`config.mk`:
```
export PLATFORM = sky130hd
export DESIGN_NAME = dbg_spi_sched
export DESIGN_NICKNAME = d
export VERILOG_FILES = /design/src/rtl/dbg_spi_sched.sv
export SDC_FILE = /design/constraint.sdc
export NUM_CORES = 1
export LEC_CHECK = 0
export ABC_AREA = 1
export CAP_MARGIN = 30
export CELL_PAD_IN_SITES_DETAIL_PLACEMENT = 1
export CELL_PAD_IN_SITES_GLOBAL_PLACEMENT = 1
export CORE_MARGIN = 2
export CORE_UTILIZATION = 36
export DETAILED_ROUTE_END_ITERATION = 8
export GPL_ROUTABILITY_DRIVEN = 0
export PLACE_DENSITY_LB_ADDON = 0.25
export SLEW_MARGIN = 15
export SYNTH_ARGS = -nofsm -noshare
export SYNTH_HDL_FRONTEND = slang
export SYNTH_SLANG_ARGS = --single-unit
```
`constraint.sdc`:
```
create_clock -name clk -period 2.75 [get_ports clk]
set_clock_uncertainty 0.05 [all_clocks]
set_input_delay 0.275 -clock clk [delete_from_list [all_inputs] [get_ports clk]]
set_output_delay 0.275 -clock clk [all_outputs]
set_load 0.02 [all_outputs]
```
`src/rtl/dbg_spi_sched.sv`:
```
// dbg_spi_sched: shared debug SPI lane for N_CH 32-bit probe channels.
// Round-robin arbitration among pending probe words; each word is shipped
// as a 40-bit mode-0 frame {4'hA, 1'b0, id[2:0], data[31:0]}, MSB first.
// A one-cycle step pulse is emitted once every pending word has been sent.
// Optional macro DBG_SPI_CRC_EN appends a CRC-8 (poly 0x07) -> 48-bit frame.
module dbg_spi_sched #(
  parameter int N_CH = 3,
  parameter int DIV  = 100,
  parameter int GAP  = 2
) (
  input  logic               clk,
  input  logic               rst_n,
  input  logic [N_CH-1:0]    req_valid,
  input  logic [32*N_CH-1:0] req_data,
  output logic [N_CH-1:0]    req_ready,
  output logic               spi_sck,
  output logic               spi_cs,
  output logic               spi_mosi,
  output logic               busy,
  output logic               step
);

`ifdef DBG_SPI_CRC_EN
  localparam int FRAME_W = 48;
`else
  localparam int FRAME_W = 40;
`endif
  localparam int PTR_W   = (N_CH > 1) ? $clog2(N_CH) : 1;
  localparam int CNT_W   = (DIV > 1) ? $clog2(DIV) : 1;
  localparam int GAP_CYC = 2 * DIV * GAP;
  localparam int GCNT_W  = $clog2(GAP_CYC);

  localparam logic [1:0] ST_IDLE  = 2'd0;
  localparam logic [1:0] ST_SHIFT = 2'd1;
  localparam logic [1:0] ST_GAP   = 2'd2;

  logic [1:0]         state_q, state_d;
  logic [CNT_W-1:0]   cnt_q, cnt_d;
  logic [GCNT_W-1:0]  gcnt_q, gcnt_d;
  logic [5:0]         bit_q, bit_d;
  logic               sck_q, sck_d;
  logic               cs_q, cs_d;
  logic               mosi_q, mosi_d;
  logic [PTR_W-1:0]   ptr_q, ptr_d;
  logic               sent_q, sent_d;
  logic [N_CH-1:0]    ready_q, ready_d;
  logic               step_q, step_d;
  // Remaining frame bits after the one currently on MOSI.
  logic [FRAME_W-2:0] shreg_q;

  logic               gnt_found;
  logic [PTR_W-1:0]   gnt_idx;
  logic [PTR_W-1:0]   cidx;
  logic [31:0]        gnt_word;
  logic [2:0]         gnt_id;
  logic [39:0]        frame_base;
  logic [FRAME_W-1:0] frame;
  logic               load, shift;

`ifdef DBG_SPI_CRC_EN
  function automatic logic [7:0] crc8(input logic [39:0] d);
    logic [7:0] c;
    logic       fb;
    c = 8'h00;
    for (int i = 39; i >= 0; i--) begin
      fb = c[7] ^ d[i];
      c  = {c[6:0], 1'b0};
      if (fb) c = c ^ 8'h07;
    end
    return c;
  endfunction
`endif

  // Round-robin pick: first valid channel strictly after the last grant.
  always_comb begin
    gnt_found = 1'b0;
    gnt_idx   = '0;
    cidx      = '0;
    for (int k = 1; k <= N_CH; k++) begin
      cidx = PTR_W'((int'(ptr_q) + k) % N_CH);
      if (!gnt_found && req_valid[cidx]) begin
        gnt_found = 1'b1;
        gnt_idx   = cidx;
      end
    end
  end

  // Granted word and tagged frame image.
  always_comb begin
    gnt_word = '0;
    for (int i = 0; i < N_CH; i++) begin
      if (PTR_W'(i) == gnt_idx) gnt_word = req_data[32*i +: 32];
    end
    gnt_id     = 3'(gnt_idx);
    frame_base = {4'hA, 1'b0, gnt_id, gnt_word};
`ifdef DBG_SPI_CRC_EN
    frame = {frame_base, crc8(frame_base)};
`else
    frame = frame_base;
`endif
  end

  // Next-state logic for the IDLE / SHIFT / GAP sequencer.
  always_comb begin
    state_d = state_q;
    cnt_d   = cnt_q;
    gcnt_d  = gcnt_q;
    bit_d   = bit_q;
    sck_d   = sck_q;
    cs_d    = cs_q;
    mosi_d  = mosi_q;
    ptr_d   = ptr_q;
    sent_d  = sent_q;
    ready_d = '0;
    step_d  = 1'b0;
    load    = 1'b0;
    shift   = 1'b0;
    case (state_q)
      ST_IDLE: begin
        if (gnt_found) begin
          load             = 1'b1;
          ready_d[gnt_idx] = 1'b1;
          ptr_d            = gnt_idx;
          cs_d             = 1'b0;
          sck_d            = 1'b0;
          mosi_d           = frame[FRAME_W-1];
          sent_d           = 1'b1;
          cnt_d            = '0;
          bit_d            = '0;
          state_d          = ST_SHIFT;
        end else if (sent_q) begin
          step_d = 1'b1;
          sent_d = 1'b0;
        end
      end
      ST_SHIFT: begin
        if (cnt_q == CNT_W'(DIV - 1)) begin
          cnt_d = '0;
          if (!sck_q) begin
            sck_d = 1'b1;
          end else begin
            sck_d = 1'b0;
            // Falling edge: either advance MOSI or close the frame.
            if (bit_q == 6'(FRAME_W - 1)) begin
              cs_d    = 1'b1;
              mosi_d  = 1'b0;
              gcnt_d  = '0;
              state_d = ST_GAP;
            end else begin
              bit_d  = bit_q + 6'd1;
              shift  = 1'b1;
              mosi_d = shreg_q[FRAME_W-2];
            end
          end
        end else begin
          cnt_d = cnt_q + CNT_W'(1);
        end
      end
      ST_GAP: begin
        if (gcnt_q == GCNT_W'(GAP_CYC - 1)) state_d = ST_IDLE;
        else gcnt_d = gcnt_q + GCNT_W'(1);
      end
      default: state_d = ST_IDLE;
    endcase
  end

  // Control and line state; async reset aborts any frame in flight.
  always_ff @(posedge clk or negedge rst_n) begin
    if (!rst_n) begin
      state_q <= ST_IDLE;
      cnt_q   <= '0;
      gcnt_q  <= '0;
      bit_q   <= '0;
      sck_q   <= 1'b0;
      cs_q    <= 1'b1;
      mosi_q  <= 1'b0;
      ptr_q   <= PTR_W'(N_CH - 1);
      sent_q  <= 1'b0;
      ready_q <= '0;
      step_q  <= 1'b0;
    end else begin
      state_q <= state_d;
      cnt_q   <= cnt_d;
      gcnt_q  <= gcnt_d;
      bit_q   <= bit_d;
      sck_q   <= sck_d;
      cs_q    <= cs_d;
      mosi_q  <= mosi_d;
      ptr_q   <= ptr_d;
      sent_q  <= sent_d;
      ready_q <= ready_d;
      step_q  <= step_d;
    end
  end

  // Frame shift register: pure data, never needs reset.
  always_ff @(posedge clk) begin
    if (load)       shreg_q <= frame[FRAME_W-2:0];
    else if (shift) shreg_q <= {shreg_q[FRAME_W-3:0], 1'b0};
  end

  assign req_ready = ready_q;
  assign spi_sck   = sck_q;
  assign spi_cs    = cs_q;
  assign spi_mosi  = mosi_q;
  assign busy      = (state_q != ST_IDLE);
  assign step      = step_q;

endmodule

```
# After elaboration in Yosys (flattened, before gate mapping)
# Cells that the tools add are included.
[word_totals] register_bits=73 inputBits=101 out_inout_bits=8 word_cells=122
[classes] n_addsub=6 div=3 magnitude_cmp=5 eq_ne=14 mux=62 n_reduce_logical=19
[op_table] op="$mod A32 B3 Y32 const B" n=3
[op_table] op="$mux W32" n=3
[op_table] op="$mux W34" n=2
[op_table] op="$mux W9" n=4
[op_table] op="$mux W1" n=26
[op_table] op="$mux W6" n=4
[op_table] op="$reduce_and A5 Y1" n=4
[op_table] op="$pmux W9 S2" n=1
[op_table] op="$mux W2" n=8
[op_table] op="$mux W7" n=2
[op_table] op="$ne A2 B2 Y1 const B" n=7
[op_table] op="$pmux W7 S2" n=1
[op_table] op="$lt A2 B3 Y1 const B" n=4
[op_table] op="$pmux W6 S2" n=1
[op_table] op="$add A9 B1 Y9 const B" n=1
[op_table] op="$eq A9 B9 Y1 const B" n=1
[op_table] op="$reduce_bool A2 Y1" n=4
[op_table] op="$add A7 B1 Y7 const B" n=1
[op_table] op="$eq A7 B7 Y1 const B" n=1
[op_table] op="$add A2 B2 Y3 const B" n=2
[op_table] op="$add A6 B1 Y6 const B" n=1
[op_table] op="$bmux W1 S2" n=3
[op_table] op="$eq A6 B6 Y1 const B" n=1
[op_table] op="$mux W3" n=2
[op_table] op="other kinds (15)" n=22

# Longest topological paths before layout
[logic_depth] ltp_word=17 mapped_depth=15

# Least setup slack after synthesis
# Ideal clock, no wire load.
[synth_path] kind="reg2reg" start="register ptr_q[1]" end="register bit_q[5]" arrival_time_ns=2.172 required_ns=2.575 slack_ns=0.403 path_stages_with_launch=8 n_path_buf=0 cell_sequence="dfstp_2 -> ha_1 -> o21ai_1 -> nand2_2 -> nand3_1 -> nand2_1 -> nand2_2 -> mux2_2"
[synth_via] elab_chain_len=13
[synth_lines] item="start, declared" line_no="44" text="logic [PTR_W-1:0] ptr_q, ptr_d;"
[synth_lines] item="start signal, assigned" line_no="177" text="ptr_q <= PTR_W'(N_CH - 1);"
[synth_lines] item="start signal, assigned" line_no="189" text="ptr_q <= ptr_d;"
[synth_lines] item="$add A2 B1 Y3" line_no="80" text="cidx = PTR_W'((int'(ptr_q) + k) % N_CH);"
[synth_lines] item="$mod A32 B3 Y32" line_no="80"
[synth_lines] item="$bmux W1 S2" line_no="81" text="if (!gnt_found && req_valid[cidx]) begin"
[synth_lines] item="$mux W1 (implied by the code)" line_no="81"
[synth_lines] item="$mux W1" line_no="81"
[synth_lines] item="$logic_not A1 Y1" line_no="81"
[synth_lines] item="$logic_and A1 B1 Y1" line_no="81"
[synth_lines] item="$mux W1" line_no="81"
[synth_lines] item="$logic_not A1 Y1" line_no="81"
[synth_lines] item="$logic_and A1 B1 Y1" line_no="81"
[synth_lines] item="$mux W1 *" line_no="81"
[synth_lines] item="$ne A2 B2 Y1 (no source line) *"
[synth_lines] item="$reduce_and A5 Y1 (no source line) *"
[synth_lines] item="end signal, assigned" line_no="185" text="bit_q <= bit_d;"
[synth_lines] item="end, declared" line_no="40" text="logic [5:0] bit_q, bit_d;"
# Every way passes the cells marked *; elsewhere a longest branch is shown, timed or not. The select of a mux whose other input is x is not followed.
# A chain may end at the register's enable or synchronous reset.

# Worst setup path after layout
[layout_path] start="register ptr_q[1]" end="register shreg_q[31], data pin"
[layout_via] elab_chain_len=16
[layout_lines] item="$add A2 B1 Y3" line_no="80"
[layout_lines] item="$mod A32 B3 Y32" line_no="80"
[layout_lines] item="$bmux W1 S2" line_no="81"
[layout_lines] item="$mux W1 (implied by the code)" line_no="81"
[layout_lines] item="$mux W1" line_no="81"
[layout_lines] item="$logic_not A1 Y1" line_no="81"
[layout_lines] item="$logic_and A1 B1 Y1" line_no="81"
[layout_lines] item="$mux W1" line_no="81"
[layout_lines] item="$logic_not A1 Y1" line_no="81"
[layout_lines] item="$logic_and A1 B1 Y1" line_no="81"
[layout_lines] item="$mux W2" line_no="81"
[layout_lines] item="$logic_not A2 Y1" line_no="92" text="if (PTR_W'(i) == gnt_idx) gnt_word = req_data[32*i +: 32];"
[layout_lines] item="$mux W32 (3 in a row)" line_no="92"
[layout_lines] item="$mux W34 *" line_no="198" text="if (load) shreg_q <= frame[FRAME_W-2:0];"
[layout_lines] item="end signal, assigned" line_no="198"
[layout_lines] item="end signal, assigned" line_no="199" text="else if (shift) shreg_q <= {shreg_q[FRAME_W-3:0], 1'b0};"
[layout_lines] item="end, declared" line_no="49" text="logic [FRAME_W-2:0] shreg_q;"
# Marked as above.

==> flow_summary.yaml <==
run_status:
  outcome: "finished clean"
setup_path:
  cp_slowest_cell: "dfstp_2"
  critPathKind: "flip-flop to flip-flop"
  worstPathArrival_ns: 2.59
  crit_fanout: 55
  worstSetupStartpointType: "flip-flop"
  crit_required_ns: 2.79
  cpPeakStageDelay_ns: 0.53
  startpoint: "ptr_q[1]"
  endpoint_kind: "flip-flop"
  rrSetupSlack_ns: 0.20
  path_cells: "inv_1 > ha_1 > inv_1 > nand3_1 > nand2_1 > inv_1 > nand3_1 > nand2_2 > buf_12 > a21oi_1 > nand3_1 > nand2_1 > inv_1"
  crit_path_frequent_cell: "inv_1"
  reg2reg_from: "ptr_q[1]"
logic_synthesis:
  synth-edff-count: 34
  yosysUniqueCellTypes: 35
  synth_xor_area_share_pct: 1.81
  synth_top_family_by_area: "simple AND/OR/NAND/NOR gates"
  yosys_warnings: 0
  synth.mux.area_fraction_pct: 1.30
  syn-instance-count: 576
  synth.cell_area_um2: 4350
  synth_simple_gate_area_share_pct: 36.4
  yosysTopAreaCellShare_pct: 23.5
  synth_compound_area_share_pct: 5.50
  synth_most_common_cell: "nand2_1"
  synthArstFlopShare_pct: 46.6
  ys_top_cells_by_area: "edfxtp_1, dfrtp_1, nand2_1"
  ys.flop_type: "edfxtp_1"
  syn-num-nets: 683
  ys_seq_elements: 73
  synth_common_cells: "nand2_1, nand3_1, nor2_1, inv_1, edfxtp_1"
  synthAdderAreaFrac_pct: 1.73
  seq_area_frac_synth_pct: 45.4
  yosys.area.top_type: "edfxtp_1"
  avgSynthCellArea_um2: 7.54
power:
  ir_drop_mv: 0.209
  leakage_uw: 0.00260
  p_per_area_nw_per_um2: 423
  finalPower_uw: 2480
floorplanning:
  rows: 40
  ios: 109
  initial_core_util_pct: 36.5
  dieHeight_um: 114
  coreArea_um2: 11900
  dieArea_um2: 13000
  die_w_um: 114
final_layout:
  multi_input_area_um2: 2040
  layout.nets: 791
  syn_to_final_growth_pct: 35.2
  final_area_um2: 5870
  drive_above_1_share_pct: 7.40
  fillers: 1485
  stdcell_count: 836
  seq_area_um2: 1970
  num_antenna_cells: 0
drt:
  ant_nets: 0
  viasPerCell: 5.02
  dr.first_iter.drc_count: 205
  wl_per_cell_um: 14.9
  vias: 4194
  route.detailed.drc: 0
  first_pass_iters: 4
  wl_mm: 12.5
sta:
  maxSlewHeadroom_pct: 69.7
  tightest_slew_ns: 0.454
  drv_slew: 0
  setup_violations: 0
  hold_violations: 0
  finalCritPeriodShare_pct: 92.7
  rsz0062_at_grt: "false"
  fmax_mhz: 392
  fin_setup_tns_ns: 0
  fin_crit_ns: 2.55
clock_network:
  cts_resized: 0
  cts_root_buf: "clkbuf_16"
  cts_tree: "done"
  post_cts.repair.setup_buffers: 0
  clock_latency_ns: 0.34
  clk_pin_slew_ns: 0.06
  htree_levels: 3
  numCtsBuffers: 9
  clock_sinks: 73
  cts_hold_buf: 0
  clockBufferDepth: 2
placement:
  hpwl_mm: 9.41
  io_buffers: 108
  dp.cells: 820
  placed_area_um2: 5600
worst_hold_path:
  min_path_type: "input port to async pin"
global_route:
  grt_max_degree: 56
  grt_pass1_wl_mm: 20.9
  track_usage_pct: 20.3
  grt_pass1_vias: 4462
  overflow: 0
  antenna_found_initial: 0
run:
  maxCapViolCount: 0
==> cell families after synthesis <==
family | Yosys count
xor gates and xnor gates | 9
buffers and inverters | 74
and+or+nand+nor | 367
muxes | 5
adders and majority gates | 6
AOI/OAI and AO/OA | 42
DFF | 73
==> registers in the layout, summed over array words and instances, names as in the netlist <==
register / count
ptr_q: 2
sent_q: 1
bit_q: 6
spi_mosi: 1
state_q: 2
gcnt_q: 9
spi_cs: 1
spi_sck: 1
cnt_q: 7
shreg_q: 39
step: 1
req_ready: 3
==> stage by stage <==
stage	util [%]	setup slack [ns]	hold WS [ns]
after global placement	47.0	0.296	0.384
after CTS	49.3	0.148	0.330
after detailed placement	47.0	0.157	0.417
final	49.3	0.199	0.313
after floorplan	-	0.403	-0.0706
after global routing	49.3	0.0401	0.352
==> layout by cell type, fill, tap and decap left out, types with 2 or more instances in the layout <==
cell,count
nand4_1,9
o22ai_1,3
buf_4,6
or2_0,4
clkinv_2,3
mux2_2,5
inv_2,5
or2_2,2
nor2_2,3
a21oi_1,9
xor2_1,8
clkdlybuf4s50_1,108
inv_1,48
dfxtp_1,5
dfrtp_1,32
dfstp_2,2
o21ai_0,14
nand2_2,5
clkbuf_1,2
edfxtp_1,34
buf_12,4
nand3_1,69
ha_1,6
nor3_1,6
o21ai_1,12
clkbuf_16,9
nand3b_1,7
nor2_1,63
nand2_1,193
nor2_4,2
==> critical path: cells and delay by family (launching register included) <==
| kind | cells | cell delay, ns |
|---|---|---|
| AND/OR/NAND/NOR | 6 | 0.71 |
| AO/OA/AOI/OAI | 1 | 0.17 |
| buffers and inverters | 5 | 0.56 |
| flip-flops | 1 | 0.53 |
| adder cells (fa/ha/maj) | 1 | 0.25 |
==> metal layers <==
layer / up-vias / track usage [%] / routed length, µm
met4: 0 / 8.70 / 272
li1: 2083 / - / -
met2: 84 / 34.5 / 6090
met1: 2010 / 25.8 / 5700
met5: - / 0 / 0
met3: 17 / 3.19 / 424
==> final cells by class <==
| cell class | instances | share of cell area [%] |
|---|---|---|
| clock buffer | 12 | 4.20 |
| clock inverter | 4 | 0.320 |
| inverter | 53 | 3.39 |
| multi-input combinational | 429 | 34.8 |
| sequential | 73 | 33.6 |
| tap | 147 | 3.13 |
| timing repair buffer | 118 | 20.5 |
==> path summary, 6_finish.rpt <==
check / to / cells past startpoint
worst max-delay path: shreg_q[31] / 13
worst min-delay path: cnt_q[5] / 2
worst max register to register: shreg_q[31] / 13
worst min register to register: spi_cs / 2
max in group asynchronous: spi_cs / 2
min in group clk: spi_cs / 2
==> report_power, final <==
| part | leakage (µW) | switching, µW | internal [µW] |
|---|---|---|---|
| logic | 0.00181 | 114 | 167 |
| clock network | 0.000134 | 442 | 628 |
| registers | 0.000658 | 0 | 1130 |
No activity file was read; power rests on OpenSTA's default activity.
